`src/rtl/ctrl_pkg.sv`:
```
// ctrl_pkg: shared constants and types for the accumulator-machine sequencer.
//   - 4-bit opcode values (IR[11:8])
//   - 3-bit ALU op-select codes as understood by the downstream ALU
//   - FSM state encoding and decode-bundle types used by ctrl_unit/ctrl_decode
package ctrl_pkg;

  localparam logic [3:0] OP_NOP  = 4'h0;
  localparam logic [3:0] OP_ADD  = 4'h1;
  localparam logic [3:0] OP_SUB  = 4'h2;
  localparam logic [3:0] OP_AND  = 4'h3;
  localparam logic [3:0] OP_OR   = 4'h4;
  localparam logic [3:0] OP_XOR  = 4'h5;
  localparam logic [3:0] OP_SHL  = 4'h6;
  localparam logic [3:0] OP_SHR  = 4'h7;
  localparam logic [3:0] OP_LDI  = 4'h8;
  localparam logic [3:0] OP_LDA  = 4'h9;
  localparam logic [3:0] OP_STA  = 4'hA;
  localparam logic [3:0] OP_JMP  = 4'hB;
  localparam logic [3:0] OP_JZ   = 4'hC;
  localparam logic [3:0] OP_JC   = 4'hD;
  localparam logic [3:0] OP_ADDI = 4'hE;
  localparam logic [3:0] OP_HLT  = 4'hF;

  localparam logic [2:0] ALU_ADD = 3'b000;
  localparam logic [2:0] ALU_SUB = 3'b001;
  localparam logic [2:0] ALU_AND = 3'b010;
  localparam logic [2:0] ALU_OR  = 3'b011;
  localparam logic [2:0] ALU_XOR = 3'b100;
  localparam logic [2:0] ALU_SHL = 3'b101;
  localparam logic [2:0] ALU_SHR = 3'b110;

  typedef enum logic [1:0] {ST_FETCH, ST_DECODE, ST_EXECUTE, ST_HALT} state_t;

  // ALU operand b source
  typedef enum logic [1:0] {BSEL_ZERO, BSEL_MEM, BSEL_ACC, BSEL_IMM} bsel_t;

  // accumulator writeback source
  typedef enum logic [1:0] {ASRC_ALU, ASRC_IMM, ASRC_MEM} asrc_t;

  typedef enum logic [1:0] {JMP_NONE, JMP_ALWAYS, JMP_Z, JMP_C} jump_t;

  typedef struct packed {
    logic [2:0] alu_opr;
    bsel_t      bsel;
    logic       acc_we;
    asrc_t      acc_src;
    logic       flag_we;
    logic       mem_we_req;
    jump_t      jump;
    logic       halt;
  } dec_t;

endpackage

```
`src/rtl/ctrl_decode.sv`:
```
// ctrl_decode: combinational opcode decoder.
// Ports:
//   i_opcode  in  4   IR[11:8]
//   o_dec     out     control bundle (ALU op, operand-b select, ACC/flag
//                     writeback enables, store request, jump kind, halt)
module ctrl_decode
  import ctrl_pkg::*;
(
  input  logic [3:0] i_opcode,
  output dec_t       o_dec
);

  always_comb begin
    o_dec.alu_opr    = ALU_ADD;
    o_dec.bsel       = BSEL_ZERO;
    o_dec.acc_we     = 1'b0;
    o_dec.acc_src    = ASRC_ALU;
    o_dec.flag_we    = 1'b0;
    o_dec.mem_we_req = 1'b0;
    o_dec.jump       = JMP_NONE;
    o_dec.halt       = 1'b0;
    case (i_opcode)
      OP_ADD, OP_SUB, OP_AND, OP_OR, OP_XOR: begin
        o_dec.bsel    = BSEL_MEM;
        o_dec.acc_we  = 1'b1;
        o_dec.flag_we = 1'b1;
        case (i_opcode)
          OP_SUB:  o_dec.alu_opr = ALU_SUB;
          OP_AND:  o_dec.alu_opr = ALU_AND;
          OP_OR:   o_dec.alu_opr = ALU_OR;
          OP_XOR:  o_dec.alu_opr = ALU_XOR;
          default: o_dec.alu_opr = ALU_ADD;
        endcase
      end
      // shifts operate on ACC routed through operand b
      OP_SHL, OP_SHR: begin
        o_dec.bsel    = BSEL_ACC;
        o_dec.acc_we  = 1'b1;
        o_dec.flag_we = 1'b1;
        o_dec.alu_opr = (i_opcode == OP_SHL) ? ALU_SHL : ALU_SHR;
      end
      OP_ADDI: begin
        o_dec.bsel    = BSEL_IMM;
        o_dec.acc_we  = 1'b1;
        o_dec.flag_we = 1'b1;
      end
      OP_LDI: begin
        o_dec.acc_we  = 1'b1;
        o_dec.acc_src = ASRC_IMM;
      end
      OP_LDA: begin
        o_dec.acc_we  = 1'b1;
        o_dec.acc_src = ASRC_MEM;
      end
      OP_STA:  o_dec.mem_we_req = 1'b1;
      OP_JMP:  o_dec.jump       = JMP_ALWAYS;
      OP_JZ:   o_dec.jump       = JMP_Z;
      OP_JC:   o_dec.jump       = JMP_C;
      OP_HLT:  o_dec.halt       = 1'b1;
      default: ;
    endcase
  end

endmodule

```
`src/rtl/ctrl_unit.sv`:
```
// ctrl_unit: 3-cycle fetch/decode/execute sequencer for the 8-bit
// accumulator datapath. Owns PC, IR, ACC and Z/C; drives the external ALU
// and the sync-read instruction/data memories.
// Ports:
//   clk, rst            clock (rising), async active-high reset
//   en                  1 = advance, 0 = freeze everything, no store
//   instr_addr/data     instruction ROM address (=PC) / word (1-cycle latency)
//   mem_addr/rdata      data memory address / read data (1-cycle latency)
//   mem_wdata/we        data memory write data (=ACC) / write enable
//   alu_a/b/opr         ALU operands and op-select
//   alu_y/z/c           ALU result, zero flag, carry/borrow
//   acc, flag_z/c       debug view of ACC and registered flags
//   halted              high while in HALT
module ctrl_unit
  import ctrl_pkg::*;
#(
  parameter logic [7:0] RESET_PC = 8'h00
) (
  input  logic        clk,
  input  logic        rst,
  input  logic        en,
  output logic [7:0]  instr_addr,
  input  logic [11:0] instr_data,
  output logic [7:0]  mem_addr,
  input  logic [7:0]  mem_rdata,
  output logic [7:0]  mem_wdata,
  output logic        mem_we,
  output logic [7:0]  alu_a,
  output logic [7:0]  alu_b,
  output logic [2:0]  alu_opr,
  input  logic [7:0]  alu_y,
  input  logic        alu_z,
  input  logic        alu_c,
  output logic [7:0]  acc,
  output logic        flag_z,
  output logic        flag_c,
  output logic        halted
);

  state_t      r_state, w_state_nxt;
  logic [7:0]  r_pc, w_pc_nxt;
  logic [11:0] r_ir, w_ir_nxt;
  logic [7:0]  r_acc, w_acc_nxt;
  logic        r_z, w_z_nxt;
  logic        r_c, w_c_nxt;
  dec_t        w_dec;
  logic        w_take;

  ctrl_decode u_dec (
    .i_opcode (r_ir[11:8]),
    .o_dec    (w_dec)
  );

  assign instr_addr = r_pc;
  assign alu_a      = r_acc;
  assign mem_wdata  = r_acc;
  assign acc        = r_acc;
  assign flag_z     = r_z;
  assign flag_c     = r_c;
  assign halted     = (r_state == ST_HALT);
  assign alu_opr    = w_dec.alu_opr;

  always_comb begin
    case (w_dec.bsel)
      BSEL_MEM: alu_b = mem_rdata;
      BSEL_ACC: alu_b = r_acc;
      BSEL_IMM: alu_b = r_ir[7:0];
      default:  alu_b = 8'h00;
    endcase
  end

  // branch conditions use the flags as they stood before this instruction
  always_comb begin
    case (w_dec.jump)
      JMP_ALWAYS: w_take = 1'b1;
      JMP_Z:      w_take = r_z;
      JMP_C:      w_take = r_c;
      default:    w_take = 1'b0;
    endcase
  end

  always_comb begin
    w_state_nxt = r_state;
    w_pc_nxt    = r_pc;
    w_ir_nxt    = r_ir;
    w_acc_nxt   = r_acc;
    w_z_nxt     = r_z;
    w_c_nxt     = r_c;
    mem_addr    = r_ir[7:0];
    mem_we      = 1'b0;
    case (r_state)
      ST_FETCH: w_state_nxt = ST_DECODE;
      ST_DECODE: begin
        w_ir_nxt    = instr_data;
        // address straight from ROM output so read data is ready in EXECUTE
        mem_addr    = instr_data[7:0];
        w_state_nxt = ST_EXECUTE;
      end
      ST_EXECUTE: begin
        mem_we = w_dec.mem_we_req & en;
        if (w_dec.acc_we) begin
          case (w_dec.acc_src)
            ASRC_IMM: w_acc_nxt = r_ir[7:0];
            ASRC_MEM: w_acc_nxt = mem_rdata;
            default:  w_acc_nxt = alu_y;
          endcase
        end
        if (w_dec.flag_we) begin
          w_z_nxt = alu_z;
          w_c_nxt = alu_c;
        end
        if (w_dec.halt) begin
          w_state_nxt = ST_HALT;
        end else begin
          w_pc_nxt    = w_take ? r_ir[7:0] : r_pc + 8'd1;
          w_state_nxt = ST_FETCH;
        end
      end
      default: ;  // HALT: only reset leaves
    endcase
  end

  always_ff @(posedge clk or posedge rst) begin
    if (rst) begin
      r_state <= ST_FETCH;
      r_pc    <= RESET_PC;
      r_ir    <= 12'h000;
      r_acc   <= 8'h00;
      r_z     <= 1'b0;
      r_c     <= 1'b0;
    end else if (en) begin
      r_state <= w_state_nxt;
      r_pc    <= w_pc_nxt;
      r_ir    <= w_ir_nxt;
      r_acc   <= w_acc_nxt;
      r_z     <= w_z_nxt;
      r_c     <= w_c_nxt;
    end
  end

endmodule

```
`config.mk`:
```
export PLATFORM = sky130hd
export DESIGN_NAME = ctrl_unit
export DESIGN_NICKNAME = d
export VERILOG_FILES = /design/src/rtl/ctrl_pkg.sv /design/src/rtl/ctrl_decode.sv /design/src/rtl/ctrl_unit.sv
export SDC_FILE = /design/constraint.sdc
export NUM_CORES = 1
export LEC_CHECK = 0
export ABC_AREA = 1
export BUFFER_PORTS_ARGS = -buffer_cell sky130_fd_sc_hd__buf_2
export CAP_MARGIN = 5
export CORE_MARGIN = 5
export CORE_UTILIZATION = 51
export CTS_BUF_LIST = sky130_fd_sc_hd__clkbuf_8
export DETAILED_ROUTE_END_ITERATION = 16
export PLACE_DENSITY = 0.92
export SYNTH_ARGS = -nofsm -noshare
export SYNTH_HDL_FRONTEND = slang
export SYNTH_HIERARCHICAL = 1
export SYNTH_SLANG_ARGS = --single-unit
```
`constraint.sdc`:
```
create_clock -name clk -period 2.1 [get_ports clk]
set_input_delay 0.105 -clock clk [delete_from_list [all_inputs] [get_ports clk]]
set_output_delay 0.105 -clock clk [all_outputs]
set_load 0.01 [all_outputs]
```
==> qor.yml <==
synth:
  ys_ff_latch: 32
  synth-edff-count: 0
  async_reset_ff_frac: 1.00
  synthCells: 328
  synth.distinct_cells: 26
  ys.flop_type: "dfrtp_1"
  yosysWarnings: 6
  avgSynthCellArea_um2: 6.86
  yosysSeqAreaShare: 0.356
  syn-num-nets: 367
  syn-cell-area_mm2: 0.00225
global_route:
  grt_max_degree: 33
  grt-ovfl-total: 0
  grt_pass1_vias: 2247
  grt_pass1_wl_mm: 10.2
  antenna_found_initial: 0
  grt_use_total: 0.210
floorplanning:
  dieHeight_um: 76.4
  core_area_mm2: 0.00432
  die_area_mm2: 0.00584
  num_io_pins: 88
  rows: 24
  die_x_um: 76.4
  start_util: 0.521
critical_path:
  crit_chain: "inv_2 -> nor2_2 -> nand2_2 -> nand4_1 -> inv_1 -> nor2_1 -> buf_4 -> nand2_1 -> o221ai_1 -> buf_2"
  crit_type: "reg -> out"
  critPathCaptureType: "output pin"
  worst-path-max-fanout: 9
  r2r_cells: 10
  reg2reg_slack_ps: 280
  startpoint_type: "flop"
  cp_data_required_time_ps: 2000
  worstReg2RegStart: "r_ir[10]"
  slowest_delay_ps: 480
  critPathSlowestCell: "dfrtp_2"
  r2r_end: "acc[4]"
  arrival_ps: 1880
layout:
  instances_no_fill: 456
  layout-drive-gt1-share: 0.295
  diodes: 0
  nets: 442
  area_growth_syn_to_layout_pct: 21.4
  final_cell_mix: "nand2_1, buf_2, inv_1"
  final_common_cell: "nand2_1"
cts:
  clock_path_buffers: 2
  root_buffer: "clkbuf_8"
  clk_latency_ps: 290
  tritoncts: "done"
  cts_buffers: 5
  h-tree-depth: 2
  clkTransAtPathRegs_ps: 70
  cts.sinks: 32
route:
  viasPerCell: 5.27
  first_iter_violations: 214
  finalWirelength_mm: 6.04
  ant_nets: 0
  drt-wirelength-per-cell_um: 13.2
  firstDrtPassIters: 5
  via_count: 2402
  drcViolationCount: 0
min_path:
  hold_path_depth: 2
  min-delay-start: "instr_data[10]"
  min-delay-path-class: "in -> reg"
  min_to: "r_ir[10]"
sta:
  fin_crit_sh: 0.947
  setup_violations: 0
  fin_skew_ps: 6.74
  rsz0062_at_grt: "false"
  setup_tns_ps: 0
  hold_viol: 0
  slew_headroom: 0.724
  min_period_ps: 1990
  timing.fmax_ghz: 0.503
  worst-slew-pin-transition_ps: 413
  maxSlewViolCount: 0
placement:
  gp_congestion: 1.00
  dp_cells: 447
  portBuffers: 87
  dp_hpwl_mm: 4.68
pwr:
  p_per_area_mw_per_mm2: 1590
  ir_drop_uv: 957
  p_leak_nw: 1.48
run:
  maxCapViolCount: 0
outcome:
  outcome: "complete, no violations"
-- worst max path at each step --
stage / start / endpoint / cells after the start
3_3_place_gp: r_ir[10] / acc[5] / 8
3_5_place_dp: r_ir[10] / acc[5] / 8
2_1_floorplan: r_ir[10] / acc[7] / 11
5_1_grt: r_ir[9] / alu_b[3] / 10
4_1_cts: r_ir[9] / alu_b[3] / 7
6_report: r_ir[9] / alu_b[3] / 10
-- metal layers --
metal,part of all wire,wire (um),track usage,up-vias
met5,0,0,0,-
met4,0.026,157,0.103,0
met3,0.080,484,0.0579,15
met2,0.48,2930,0.341,121
met1,0.41,2470,0.255,1076
li1,-,-,-,1190
-- stage by stage --
step / total power [mW] / setup WS, ps / hold slack (ps) / cell area (um^2) / utilization
after floorplan: 3.02 / 357 / 221 / 2250 / -
after global placement: 3.73 / 382 / 206 / 2620 / 0.606
after detailed placement: 3.82 / 289 / 211 / 2620 / 0.606
after CTS: 4.32 / 56.2 / 17.8 / 2720 / 0.629
after global routing: 4.75 / 0.495 / 4.56 / 2730 / 0.632
final: 4.35 / 111 / 20.2 / 2730 / 0.632
-- area by class of cell --
type,instances,area (um^2)
tap,52,65.1
timing repair buffer,93,483
clock buffer,6,82.6
inverter,41,154
clock inverter,2,10.0
sequential,32,805
multi-input combinational,230,1130
fill,390,1590
-- worst max-delay path: cells and delay by family (launching register included) --
kind | cells | cell delay (ps)
AO/OA/AOI/OAI | 1 | 130
buffers and inverters | 4 | 600
flip-flops | 1 | 480
AND/OR/NAND/NOR | 5 | 390
-- synthesized netlist by cell type, types with 2 or more instances --
library cell,n,area [um^2]
inv_1,34,128
o221ai_1,3,26.3
o211ai_1,5,37.5
a21oi_1,16,80.1
o21ai_1,6,30.0
mux2_1,5,56.3
o21ai_0,23,115
nand4_1,3,18.8
ha_1,6,75.1
clkinv_1,2,7.51
nand2_2,5,31.3
buf_4,19,143
nor2_1,32,120
nor3_1,2,10.0
inv_2,5,18.8
clkbuf_1,2,7.51
dfrtp_1,32,801
buf_2,4,20.0
nand2_1,95,357
nand3_1,21,105
a22oi_1,3,22.5
-- state kept, by name, summed over array words and instances (netlist names) --
name        cells
instr_addr      8
acc             8
flag_c          1
r_state         2
r_ir           12
flag_z          1
-- cells by family after synthesis --
family / count (synthesis) / share of synthesized area
AO/OA/AOI/OAI: 57 / 0.141
AND/OR/NAND/NOR: 161 / 0.296
buffers and inverters: 66 / 0.144
multiplexers: 6 / 0.0295
adder cells (fa/ha/maj): 6 / 0.0334
flip-flops: 32 / 0.356
-- repair_timing --
item	CTS	global route
hold endpoints to repair	32	0
hold buffers	1	0
setup buffers	0	0
setup endpoints to repair	0	8
resized for setup	0	7
-- where the power goes --
part	switching (mW)	leakage [nW]	internal [mW]	total (mW)
Combinational	1.62	1.06	1.00	2.62
Sequential	0.323	0.376	0.910	1.23
Clock	0.238	0.0510	0.261	0.499
Total	2.18	1.48	2.17	4.35
Power figures use the tool's default switching activity.
